File: src/rtl/save_state_if.sv
// save_state_if: scheduler/RAM-side bundle for the save stage (context in, RAM port and status out)
interface save_state_if #(
    parameter int addrBits = 8,
    parameter int dataBits = 16
);
    logic                start;
    logic [addrBits-1:0] stackPointer;
    logic [addrBits-1:0] callStackPointer;
    logic [8:0]          programCounter;
    logic [3:0]          aluFlags;
    logic [addrBits-1:0] address;
    logic [dataBits-1:0] dataIn;
    logic                rwMode;
    logic                busy;
    logic                finished;
    modport master (
        output start, stackPointer, callStackPointer, programCounter, aluFlags,
        input  address, dataIn, rwMode, busy, finished
    );
    modport slave (
        input  start, stackPointer, callStackPointer, programCounter, aluFlags,
        output address, dataIn, rwMode, busy, finished
    );
endinterface

File: src/rtl/save_state.sv
// save_state: writes the captured process context as a two-word record at RAM addresses 0 and 1
module save_state #(
    parameter int addrBits = 8,
    parameter int dataBits = 16
) (
    input logic         clk,
    input logic         reset,
    save_state_if.slave bus
);
    localparam logic RAM_READ  = 1'b0;
    localparam logic RAM_WRITE = 1'b1;
    typedef enum logic [2:0] {IDLE, SP_SETUP, SP_WRITE, PC_SETUP, PC_WRITE, DONE} state_t;
    state_t      r_state, w_next;
    logic [7:0]  r_sp, r_csp;
    logic [8:0]  r_pc;
    logic [3:0]  r_flags;
    logic        w_accept;
    logic [15:0] w_word0, w_word1;
    always_comb begin
        w_accept = (r_state == IDLE || r_state == DONE) && bus.start;
        w_next = r_state;
        case (r_state)
            IDLE, DONE: w_next = w_accept ? SP_SETUP : r_state;
            SP_SETUP:   w_next = SP_WRITE;
            SP_WRITE:   w_next = PC_SETUP;
            PC_SETUP:   w_next = PC_WRITE;
            PC_WRITE:   w_next = DONE;
            default:    w_next = IDLE;
        endcase
    end
    always_ff @(posedge clk) begin
        if (!reset) begin
            r_state <= IDLE;
            r_sp    <= '0;
            r_csp   <= '0;
            r_pc    <= '0;
            r_flags <= '0;
        end else begin
            r_state <= w_next;
            if (w_accept) begin
                r_sp    <= bus.stackPointer[7:0];
                r_csp   <= bus.callStackPointer[7:0];
                r_pc    <= bus.programCounter;
                r_flags <= bus.aluFlags;
            end
        end
    end
    // CSP is stored minus 2 because the resume stage adds 2 back
    assign w_word0      = {r_sp, r_csp - 8'd2};
    assign w_word1      = {r_flags, 3'b000, r_pc};
    assign bus.busy     = r_state inside {SP_SETUP, SP_WRITE, PC_SETUP, PC_WRITE};
    assign bus.finished = r_state == DONE;
    assign bus.rwMode   = (r_state == SP_WRITE || r_state == PC_WRITE) ? RAM_WRITE : RAM_READ;
    assign bus.address  = (r_state == PC_SETUP || r_state == PC_WRITE) ? addrBits'(1) : '0;
    assign bus.dataIn   = (r_state == SP_SETUP || r_state == SP_WRITE) ? dataBits'(w_word0) :
                          (r_state == PC_SETUP || r_state == PC_WRITE) ? dataBits'(w_word1) : '0;
endmodule

File: src/flat_wrapper.sv
// flat-port wrapper written by rule: the top's interface ports become plain ports
module save_state_flat 
#(
    parameter int addrBits = 8,
    parameter int dataBits = 16
)
  (clk, reset, bus_start, bus_stackPointer, bus_callStackPointer, bus_programCounter, bus_aluFlags, bus_address, bus_dataIn, bus_rwMode, bus_busy, bus_finished);
  save_state_if #(.addrBits(addrBits), .dataBits(dataBits)) bus_i ();
  input logic clk;
  input logic reset;
  input wire logic [$bits(bus_i.start)-1:0] bus_start;
  input wire logic [$bits(bus_i.stackPointer)-1:0] bus_stackPointer;
  input wire logic [$bits(bus_i.callStackPointer)-1:0] bus_callStackPointer;
  input wire logic [$bits(bus_i.programCounter)-1:0] bus_programCounter;
  input wire logic [$bits(bus_i.aluFlags)-1:0] bus_aluFlags;
  output wire logic [$bits(bus_i.address)-1:0] bus_address;
  output wire logic [$bits(bus_i.dataIn)-1:0] bus_dataIn;
  output wire logic [$bits(bus_i.rwMode)-1:0] bus_rwMode;
  output wire logic [$bits(bus_i.busy)-1:0] bus_busy;
  output wire logic [$bits(bus_i.finished)-1:0] bus_finished;
  assign bus_i.start = bus_start;
  assign bus_i.stackPointer = bus_stackPointer;
  assign bus_i.callStackPointer = bus_callStackPointer;
  assign bus_i.programCounter = bus_programCounter;
  assign bus_i.aluFlags = bus_aluFlags;
  assign bus_address = bus_i.address;
  assign bus_dataIn = bus_i.dataIn;
  assign bus_rwMode = bus_i.rwMode;
  assign bus_busy = bus_i.busy;
  assign bus_finished = bus_i.finished;
  save_state #(.addrBits(addrBits), .dataBits(dataBits)) u_core (.clk(clk), .reset(reset), .bus(bus_i));
endmodule
File: config.mk
export PLATFORM = sky130hd
export DESIGN_NAME = save_state_flat
export DESIGN_NICKNAME = d
export VERILOG_FILES = /design/src/rtl/save_state_if.sv /design/src/rtl/save_state.sv /design/src/flat_wrapper.sv
export SDC_FILE = /design/constraint.sdc
export NUM_CORES = 1
export LEC_CHECK = 0
export CORE_AREA = 2 2 74 76
export CTS_BUF_LIST = sky130_fd_sc_hd__clkbuf_16
export CTS_CLUSTER_DIAMETER = 100
export DETAILED_ROUTE_END_ITERATION = 12
export DIE_AREA = 0 0 76 78
export GPL_ROUTABILITY_DRIVEN = 0
export GPL_TIMING_DRIVEN = 0
export HOLD_SLACK_MARGIN = 0.03
export MAX_ROUTING_LAYER = met4
export PLACE_DENSITY = 0.69
export SKIP_CTS_REPAIR_TIMING = 1
export SLEW_MARGIN = 20
export SYNTH_ARGS = -nofsm -noshare
export SYNTH_HDL_FRONTEND = slang
export SYNTH_SLANG_ARGS = --single-unit
File: constraint.sdc
create_clock -name clk -period 2.5 [get_ports clk]
set_input_delay 0.375 -clock clk [delete_from_list [all_inputs] [get_ports clk]]
set_output_delay 0.375 -clock clk [all_outputs]
set_load 0.01 [all_outputs]
==> reports/results.tsv <==
metric	value	unit
GRT Util Overall	16.5	%
worst-path cell chain	buf_4, inv_1, and2_1, clkbuf_4, a22o_1, clkdlybuf4s50_1	
first-pass detailed-route iteration total	4	
sequential share of power	34.1	%
Post-Place Cells	333	
core area	5040	sq um
Die W	76	microns
antenna violations before repair	0	
register area share after synthesis	36.9	%
Syn. warnings	0	
CP arrival	2080	ps
Pins Over Slew Limit	0	
synthesized area per cell	8.42	sq um
WS Path Type	reg -> out	
maximum clock rate	408	MHz
Leakage	1.14	nW
vias in the first global route	1585	
Synth cell types	35	
Final Hold Fails	0	
most frequent cells in the layout	41 x clkdlybuf4s50_1, 32 x dfxtp_1, 31 x o21ai_0, 29 x nand3_1, 25 x a21boi_0	
Die ar.	5930	sq um
final wirelength	4.72	mm
Comb pwr share	33.0	%
status	completed	
H-tree levels	2	
Final period util	98.1	%
Routed Antenna Nets	0	
largest net degree at the start of global routing	11	
worst skew pair latency	280	ps
initial DRC count	94	
switching power	0.000530	W
via count	1683	
CP bufs+invs	4	
layout overhead on the synthesized area	47.4	%
Vias/cell	4.91	
family with the most delay on the worst path	buffers and inverters	
Fillers	499	
crit path max fanout	10	
worst path required time	2120	ps
Final WS setup	47.9	ps
Root Driver	clkbuf_16	
ant diodes	0	
Clk network pwr share	33.0	%
crit path launch type	register	
NumNets Final	305	
max incr delay on CP	530	ps
commonest non-fill, non-tap cell in the layout	clkdlybuf4s50_1	
pre-CTS WS	226	ps
Final Setup Violations	0	
power per cell area	681	nW/um^2
worst min-delay path category	reg -> reg	
boundary pin count	59	
wire length per cell	13.8	microns
peak supply drop	332	uV
TritonCTS clock tree	done	
clock slew at reported path FFs	50	ps
CTS sink count	32	
initial core utilization	34.4	%
row count	26	
gr ovfl total	0	
MaxCap Viol Count	0	
clk_skew	3.77	ps
Mapped Area	1740	sq um
Sw Share	30.4	%
CP Capture Type	output pin	
internal power	0.00121	W
Cells after Synth	206	
Chip Height	78	microns
Clock Tree Buf Depth	2	
share of cells above drive strength 1	12.8	%
final std cells w/o fill	343	
Final min period	2450	ps
DP HPWL	3.31	mm
first-pass GRT wire length	7.56	mm
port bufs	51	
Seq cells post-synth	32	
CTS Buf Count	5	
slowest cell on the critical path	clkdlybuf4s50_1	
drc violations	0	
final cells by class:
cell class / count / area [sq um] / area share, %
inverter: 5 / 18.8 / 0.733
multi-input combinational: 147 / 950 / 37.1
tap: 70 / 87.6 / 3.42
timing repair buffer: 53 / 551 / 21.5
clock inverter: 3 / 13.8 / 0.538
sequential: 32 / 641 / 25.0
clock buffer: 5 / 125 / 4.89
buffer: 28 / 173 / 6.75
Yosys cell counts, drive strengths merged:
library cell,count,area (sq um)
conb,1,3.75
nand3,29,145
a21oi,2,10.0
nand2,2,7.51
nand2b,3,18.8
nand4,1,6.26
o2111ai,1,8.76
inv,5,18.8
and3b,1,8.76
xor2,5,51.3
o211ai,3,22.5
and2,1,6.26
o31ai,1,7.51
dfxtp,32,641
a22o,11,96.3
xnor2,2,17.5
nor3,3,15.0
nor3b,2,15.0
ha,1,12.5
or3,2,17.5
clkbuf,9,36.3
a21boi,30,225
buf,19,134
and3,4,25.0
or2,1,8.76
o21ai,31,155
nor2b,1,6.26
o21a,1,7.51
nor2,2,7.51
power by group through the flow:
stage | clock network [W] | logic, W | registers (W)
after global routing | 0.000604 | 0.000628 | 0.000598
after CTS | 0.000585 | 0.000562 | 0.000592
after floorplan | 0 | 0.000333 | 0.000592
after detailed placement | 0 | 0.000558 | 0.000602
after global placement | 0 | 0.000555 | 0.000601
final | 0.000575 | 0.000575 | 0.000594
stage by stage:
step | power (W) | utilization, % | area (sq um) | hold WS, ps | setup TNS, ps
global route | 0.00183 | 50.7 | 2560 | 508 | -3.46
finish | 0.00174 | 50.7 | 2560 | 481 | 0
CTS | 0.00174 | 49.5 | 2490 | 481 | -692
detailed placement | 0.00116 | 46.7 | 2360 | 474 | 0
floorplan | 0.000925 | - | 1760 | 452 | 0
global placement | 0.00116 | 46.7 | 2360 | 465 | 0
worst min-delay path, stage by stage, from the launching register on:
cell and delay (ps):
dfxtp_1 300, o21ai_0 60, a21boi_0 70
registers in the layout, indices dropped and copies added (netlist names):
register and flops:
u_core.r_pc 9, u_core.r_csp 8, u_core.r_sp 8, u_core.r_flags 4, u_core.r_state 3
final timing paths:
kind	from	end	slack [ps]	depth (start not counted)
worst max-delay path	u_core.r_state[2]	bus_dataIn[0]	50	6
worst min-delay path	u_core.r_pc[1]	u_core.r_pc[1]	480	2
worst max register to register	u_core.r_state[0]	u_core.r_flags[3]	1020	5
worst min register to register	u_core.r_pc[1]	u_core.r_pc[1]	480	2
metal layers:
metal / wire, microns / global-route usage [%] / up-vias
li1: - / - / 853
met1: 2130 / 20.9 / 762
met2: 2170 / 24.6 / 61
met3: 358 / 5.00 / 7
met4: 61 / 6.73 / 0
met5: 0 / - / -
kinds of logic (layout without fill, tap and decap cells):
logic type               Yosys count  in the layout  share of synthesized area (%)
AO/OA/AOI/OAI                     80             80                           30.7
adder cells (fa/ha/maj)            1              1                          0.721
flip-flops                        32             32                           36.9
XOR/XNOR                           7              7                           3.97
AND/OR/NAND/NOR                   52             52                           16.6
buffers and inverters             33             94                           10.9
other                              1              7                          0.216
(Power assumes the default switching activity.)
